## src/rtl/bfp_shift_det.sv

```systemverilog
// Block-floating-point shift detector.
// Measures the smallest headroom over the complex samples of one frame.
// Headroom is the number of redundant sign bits below the MSB, capped at 3.
// It reports that headroom as the left-shift code for the normalizer.
module bfp_shift_det #(
    parameter int nb  = 16,
    parameter int NPT = 64
) (
    input  logic          CLK,
    input  logic          RST,
    input  logic          ED,
    input  logic          START,
    input  logic [nb+2:0] DR,
    input  logic [nb+2:0] DI,
    output logic [1:0]    SHIFT,
    output logic          RDY,
    output logic          BUSY
);

    localparam int             LW   = $clog2(NPT);
    localparam logic [LW-1:0]  LAST = LW'(NPT - 1);

    typedef enum logic {
        IDLE = 1'b0,
        ACC  = 1'b1
    } state_t;

    state_t        state, state_nxt;
    logic [LW-1:0] cnt, cnt_nxt;
    logic [1:0]    rmin, rmin_nxt;
    logic [1:0]    shift_nxt;
    logic          rdy_nxt;
    logic [1:0]    hs;
    logic [1:0]    hmin;

    // Redundant sign bits directly below the sign bit, saturated at 3.
    function automatic logic [1:0] headroom(input logic [nb+2:0] x);
        logic [1:0] h;
        if (x[nb+1] != x[nb+2])
            h = 2'd0;
        else if (x[nb] != x[nb+2])
            h = 2'd1;
        else if (x[nb-1] != x[nb+2])
            h = 2'd2;
        else
            h = 2'd3;
        return h;
    endfunction

    function automatic logic [1:0] min2(input logic [1:0] a, input logic [1:0] b);
        return (a < b) ? a : b;
    endfunction

    assign hs   = min2(headroom(DR), headroom(DI));
    assign hmin = min2(rmin, hs);
    assign BUSY = (state == ACC);

    // Next-state logic: START always restarts, and the last sample publishes the result.
    always_comb begin
        state_nxt = state;
        cnt_nxt   = cnt;
        rmin_nxt  = rmin;
        shift_nxt = SHIFT;
        rdy_nxt   = RDY;
        if (ED) begin
            rdy_nxt = 1'b0;
            if (START) begin
                state_nxt = ACC;
                cnt_nxt   = LW'(1);
                rmin_nxt  = hs;
            end else if (state == ACC) begin
                if (cnt == LAST) begin
                    shift_nxt = hmin;
                    rdy_nxt   = 1'b1;
                    cnt_nxt   = '0;
                    rmin_nxt  = 2'd3;
                    state_nxt = IDLE;
                end else begin
                    cnt_nxt  = cnt + LW'(1);
                    rmin_nxt = hmin;
                end
            end
        end
    end

    // State, counter, running minimum and result registers.
    always_ff @(posedge CLK or negedge RST) begin
        if (!RST) begin
            state <= IDLE;
            cnt   <= '0;
            rmin  <= 2'd3;
            SHIFT <= 2'd0;
            RDY   <= 1'b0;
        end else begin
            state <= state_nxt;
            cnt   <= cnt_nxt;
            rmin  <= rmin_nxt;
            SHIFT <= shift_nxt;
            RDY   <= rdy_nxt;
        end
    end

endmodule

```

## config.mk

```make
export PLATFORM = sky130hd
export DESIGN_NAME = bfp_shift_det
export DESIGN_NICKNAME = d
export VERILOG_FILES = /design/src/rtl/bfp_shift_det.sv
export SDC_FILE = /design/constraint.sdc
export NUM_CORES = 1
export LEC_CHECK = 0
export CORE_MARGIN = 8
export CORE_UTILIZATION = 37
export CTS_CLUSTER_SIZE = 8
export DETAILED_ROUTE_END_ITERATION = 8
export PLACE_DENSITY_LB_ADDON = 0.1
export SETUP_SLACK_MARGIN = 0.4
export SKIP_CTS_REPAIR_TIMING = 1
export SKIP_LAST_GASP = 1
export SYNTH_ARGS = -nofsm -noshare
export SYNTH_HDL_FRONTEND = slang
export SYNTH_SLANG_ARGS = --single-unit
```

## constraint.sdc

```tcl
create_clock -name CLK -period 1.48 [get_ports CLK]
set_input_delay 0.148 -clock CLK [delete_from_list [all_inputs] [get_ports CLK]]
set_output_delay 0.148 -clock CLK [all_outputs]
set_load 0.03 [all_outputs]
```

# ---- After elaboration in Yosys (flattened, before gate mapping)
# Index checks and enable logic that the tools add are counted.
dict set report op_classes {
  addsub 1
  magnitude_cmp 2
  eq_ne 7
  muxes 20
  bitwise_logic 1
  n_reduce_logical 3
}
# cell count
set ops {}
lappend ops {{2-bit two-way mux} 9}
lappend ops {{6-bit two-way mux} 3}
lappend ops {{1-bit two-way mux} 8}
lappend ops {{6-bit by 1-bit adder with 6-bit output, second input constant} 1}
lappend ops {{6-bit == test, second input constant} 1}
lappend ops {{1-bit inequality test} 6}
lappend ops {{2-bit less-than comparator} 2}
lappend ops {{4-bit AND reduction} 1}
lappend ops {{2-bit AND reduction} 1}
lappend ops {{2-bit nonzero test} 1}
lappend ops {{1-bit NOT} 1}
dict set report word_totals {
  register_bits 12
  input_bits 42
  output_inout_bits 4
  word_cells 39
}

# ---- Logic depth before layout (Yosys ltp)
dict set report logic_depth {
  ltp_word 11
  depth_mapped 9
  ltp_nobuf 9
}

# ---- Least setup slack after synthesis
# Ideal clock, no wire load.
dict set report synth_path {
  path_kind {input-to-reg}
  start {input DR[17]}
  end {register rmin[0]}
  setup_ns 0.073
  t_arrival_ns 1.374
  required_time_ns 1.407
  path_slack_ns 0.033
  cell_stages 8
  n_path_buf 0
  path_cell_list {or2_1 -> o21ai_0 -> ha_1 -> inv_1 -> ha_1 -> nor2b_1 -> o32ai_1 -> a21oi_1}
}
dict set report synth_between {
  elab_chain_cells 9
}
# item line_no
set synth_rtl {}
lappend synth_rtl {{start, declared} 13} ;# input logic [nb+2:0] DR,
lappend synth_rtl {{1-bit inequality test *} 39} ;# if (x[nb+1] != x[nb+2])
lappend synth_rtl {{2-bit two-way mux *} 39}
lappend synth_rtl {{2-bit less-than comparator} 51} ;# return (a < b) ? a : b;
lappend synth_rtl {{2-bit two-way mux *} 51}
lappend synth_rtl {{2-bit less-than comparator} 51}
lappend synth_rtl {{2-bit two-way mux} 51}
lappend synth_rtl {{2-bit two-way mux} 72} ;# if (cnt == LAST) begin
lappend synth_rtl {{2-bit two-way mux} 71} ;# end else if (state == ACC) begin
lappend synth_rtl {{2-bit two-way mux *} 67} ;# if (START) begin
lappend synth_rtl {{end signal, assigned} 97} ;# rmin <= rmin_nxt;
lappend synth_rtl {{end, declared} 30} ;# logic [1:0] rmin, rmin_nxt;
# Every way passes the cells marked *; elsewhere a longest branch is shown, timed or not. The select of a mux whose other input is x is not followed.
# A chain may end at the register's enable or synchronous reset.

# ---- Worst setup path after layout
dict set report layout_path {
  start {register cnt[1]}
  end {register SHIFT[1]}
}
dict set report layout_between {
  elab_chain_cells 2
}
# item line_no
set layout_rtl {}
lappend layout_rtl {{start, declared} 29} ;# logic [LW-1:0] cnt, cnt_nxt;
lappend layout_rtl {{start signal, assigned} 96} ;# cnt <= cnt_nxt;
lappend layout_rtl {{6-bit == test} 72}
lappend layout_rtl {{4-bit AND reduction (no source line)} -}
lappend layout_rtl {{end signal, assigned} 98} ;# SHIFT <= shift_nxt;
lappend layout_rtl {{end, declared} 15} ;# output logic [1:0] SHIFT,
# Every way passes these cells.

==> results.json <==
{
  "die-area_um2": 3910,
  "hpwlAfterDp_mm": 1.46,
  "crit_path_start_kind": "flop",
  "first_iter_violations": 25,
  "fmax_mhz": 762,
  "io_buffers": 15,
  "tritoncts": "done",
  "period_share": 0.887,
  "cts_buffers": 3,
  "clock_sinks": 12,
  "finalMaxSlewViolations": 0,
  "synth_top_family_by_area": "simple AND/OR/NAND/NOR gates",
  "synth_compound_area_frac": 0.190,
  "synth_area_um2": 802,
  "antenna_cells": 0,
  "wl_per_cell_um": 13.3,
  "muxShareOfSynthArea": 0.0312,
  "reg2reg_slack_ns": 0.17,
  "synthAdderAreaFrac": 0.0780,
  "hold_viol_final": 0,
  "ios": 46,
  "synthFlopType": "dfrtp_1",
  "synth-seq-area-share": 0.378,
  "antenna_found_initial": 0,
  "synthArstFlopShare": 1.00,
  "synthCells": 93,
  "die-width_um": 62.6,
  "clk_path_buf_depth": 2,
  "grt_use_total": 0.0954,
  "rsz0062_at_grt": "yes",
  "num_vias": 764,
  "wl_mm": 2.05,
  "start_util": 0.377,
  "worst_skew_pair.late_latency_ns": 0.27,
  "coreArea_um2": 2130,
  "vias_per_cell": 4.96,
  "synth_edf_count": 0,
  "layout.nets": 174,
  "root_buffer": "clkbuf_4",
  "firstDrtPassIters": 4,
  "tns_ns": 0,
  "cts-htree-levels": 1,
  "fin_util": 0.607,
  "clk_pin_slew_worst_paths_ns": 0.08,
  "syn2layout_area_growth_pct": 61.0,
  "crit_fanout": 4,
  "rr_startpoint": "cnt[1]$_DFFE_PN0P_",
  "ys_warn_count": 0,
  "worstSetupEndpointType": "flop",
  "vdd_drop_max_uv": 469,
  "grt_first_pass_wirelength_mm": 3.06,
  "drive_gt1_frac": 0.492,
  "synth_cell_type_count": 31,
  "r2r-end": "SHIFT[1]$_DFFE_PN0P_",
  "synth_nets": 140,
  "fin_skew_ns": 0.00286,
  "grt_max_degree": 13,
  "hold_class": "primary input to asynchronous set/reset pin",
  "r2r_cells": 5,
  "gp_congestion": 0.755,
  "leakagePower_uw": 0.000586,
  "first_global_vias": 738,
  "outcome": "finished clean",
  "cp_data_arrival_time_ns": 1.48,
  "row_count": 17,
  "fin_crit_ns": 1.31,
  "antenna_left": 0,
  "drv_cap": 0,
  "crit_type": "flop to flop",
  "synthXorXnorAreaFrac": 0,
  "layout.filler_cells": 194,
  "ys_ff_latch": 12,
  "die_h_um": 62.6,
  "remaining_drc_errors": 0,
  "grt_overflow_total": 0,
  "avgSynthCellArea_um2": 8.62,
  "synth-simple-area-share": 0.271,
  "setup-violations-final": 0,
  "crit_required_ns": 1.65,
  "worstMarginPinSlew_ns": 0.247,
  "slew_headroom": 0.835,
  "p_total_uw": 1060,
  "powerDensity_nw_per_um2": 819
}
==> cell families after synthesis <==
kind of cell	after synthesis
muxes	2
and+or+nand+nor	39
AOI/OAI and AO/OA	25
adders and majority gates	5
buffers and inverters	10
DFF	12
==> routing by layer <==
layer  vias up  track usage  routed length [µm]
met5         -            0                   0
met4         0       0.0427                  38
met3         6       0.0233                  74
met2        14        0.171                1090
met1       353        0.103                 844
li1        391            -                   -
==> cells in the mapped netlist (all sizes together), types with 2 or more instances <==
master  count  share of area
a21oi       6          0.037
dfrtp      10           0.31
dfstp       2          0.066
ha          5          0.078
inv         8          0.037
nand2      17          0.092
nand3       4          0.031
nor2        5          0.047
nor2b       5          0.039
nor3        2          0.012
nor3b       2          0.019
o21ai       7          0.048
o22ai       7          0.055
o31ai       2          0.019
or2         2          0.016
==> layout make-up <==
cell class                 count  area [µm²]  share of cell area
inverter                       8        32.5              0.0252
tap                           28        35.0              0.0271
sequential                    12         305               0.236
clock buffer                   4        36.3              0.0281
multi-input combinational     71         633               0.490
timing repair buffer          31         249               0.193
==> worst max path at each step <==
stage	cells after the start	slack, ns	endpoint	from
CTS	10	-0.21	rmin[0]$_DFFE_PN1P_	DI[18]
global placement	9	-0.43	SHIFT[0]$_DFFE_PN0P_	DI[18]
finish	5	0.17	SHIFT[1]$_DFFE_PN0P_	cnt[1]$_DFFE_PN0P_
global route	8	0.11	SHIFT[0]$_DFFE_PN0P_	DI[17]
floorplan	9	0.09	rmin[0]$_DFFE_PN1P_	DI[18]
detailed placement	10	-0.51	rmin[0]$_DFFE_PN1P_	DI[18]
==> worst max-delay path, stage by stage, from the launching register on <==
cell     delay [ns]
dfrtp_1        0.40
ha_4           0.18
nand3_4        0.10
nor2_8         0.16
nand2_4        0.06
mux2_4         0.29
==> cells in the final DEF, fill, tap and decap left out, types with 2 or more instances in the layout <==
| master | n |
|---|---|
| nand2_1 | 14 |
| buf_4 | 14 |
| dfrtp_1 | 8 |
| inv_1 | 6 |
| clkbuf_2 | 6 |
| o22ai_1 | 5 |
| clkdlybuf4s50_1 | 5 |
| a21oi_2 | 4 |
| o21ai_1 | 4 |
| nor2b_1 | 4 |
| nor2_1 | 3 |
| ha_4 | 3 |
| clkbuf_4 | 3 |
| buf_6 | 3 |
| dfrtp_2 | 2 |
| or2_1 | 2 |
| nand3_1 | 2 |
| nand3_4 | 2 |
| nand2_2 | 2 |
| o22ai_2 | 2 |
| nor3b_2 | 2 |
| a21oi_1 | 2 |
| ha_1 | 2 |
| dlymetal6s2s_1 | 2 |
| dfstp_2 | 2 |
==> through the flow <==
stage                     area [µm²]  hold slack, ns  instances  setup WS [ns]
after floorplan                  837          -0.148         93         0.0910
after global placement          1120           0.461        148         -0.434
after detailed placement        1120           0.465        148         -0.510
after CTS                       1150           0.160        152         -0.211
after global routing            1290           0.167        154          0.112
final                           1290           0.164        154          0.167
==> where the power goes <==
group          internal [µW]  leakage [µW]  total (µW)  switching, µW
clock                    150     0.0000210         264            115
combinational            173      0.000418         327            154
sequential               382      0.000148         466           84.5
total                    705      0.000586        1060            353
==> registers in the layout, summed over array words and instances (netlist names) <==
name and count:
cnt 6, SHIFT 2, rmin 2, BUSY 1, RDY 1
Note: power is estimated with default switching activity, not from simulation.
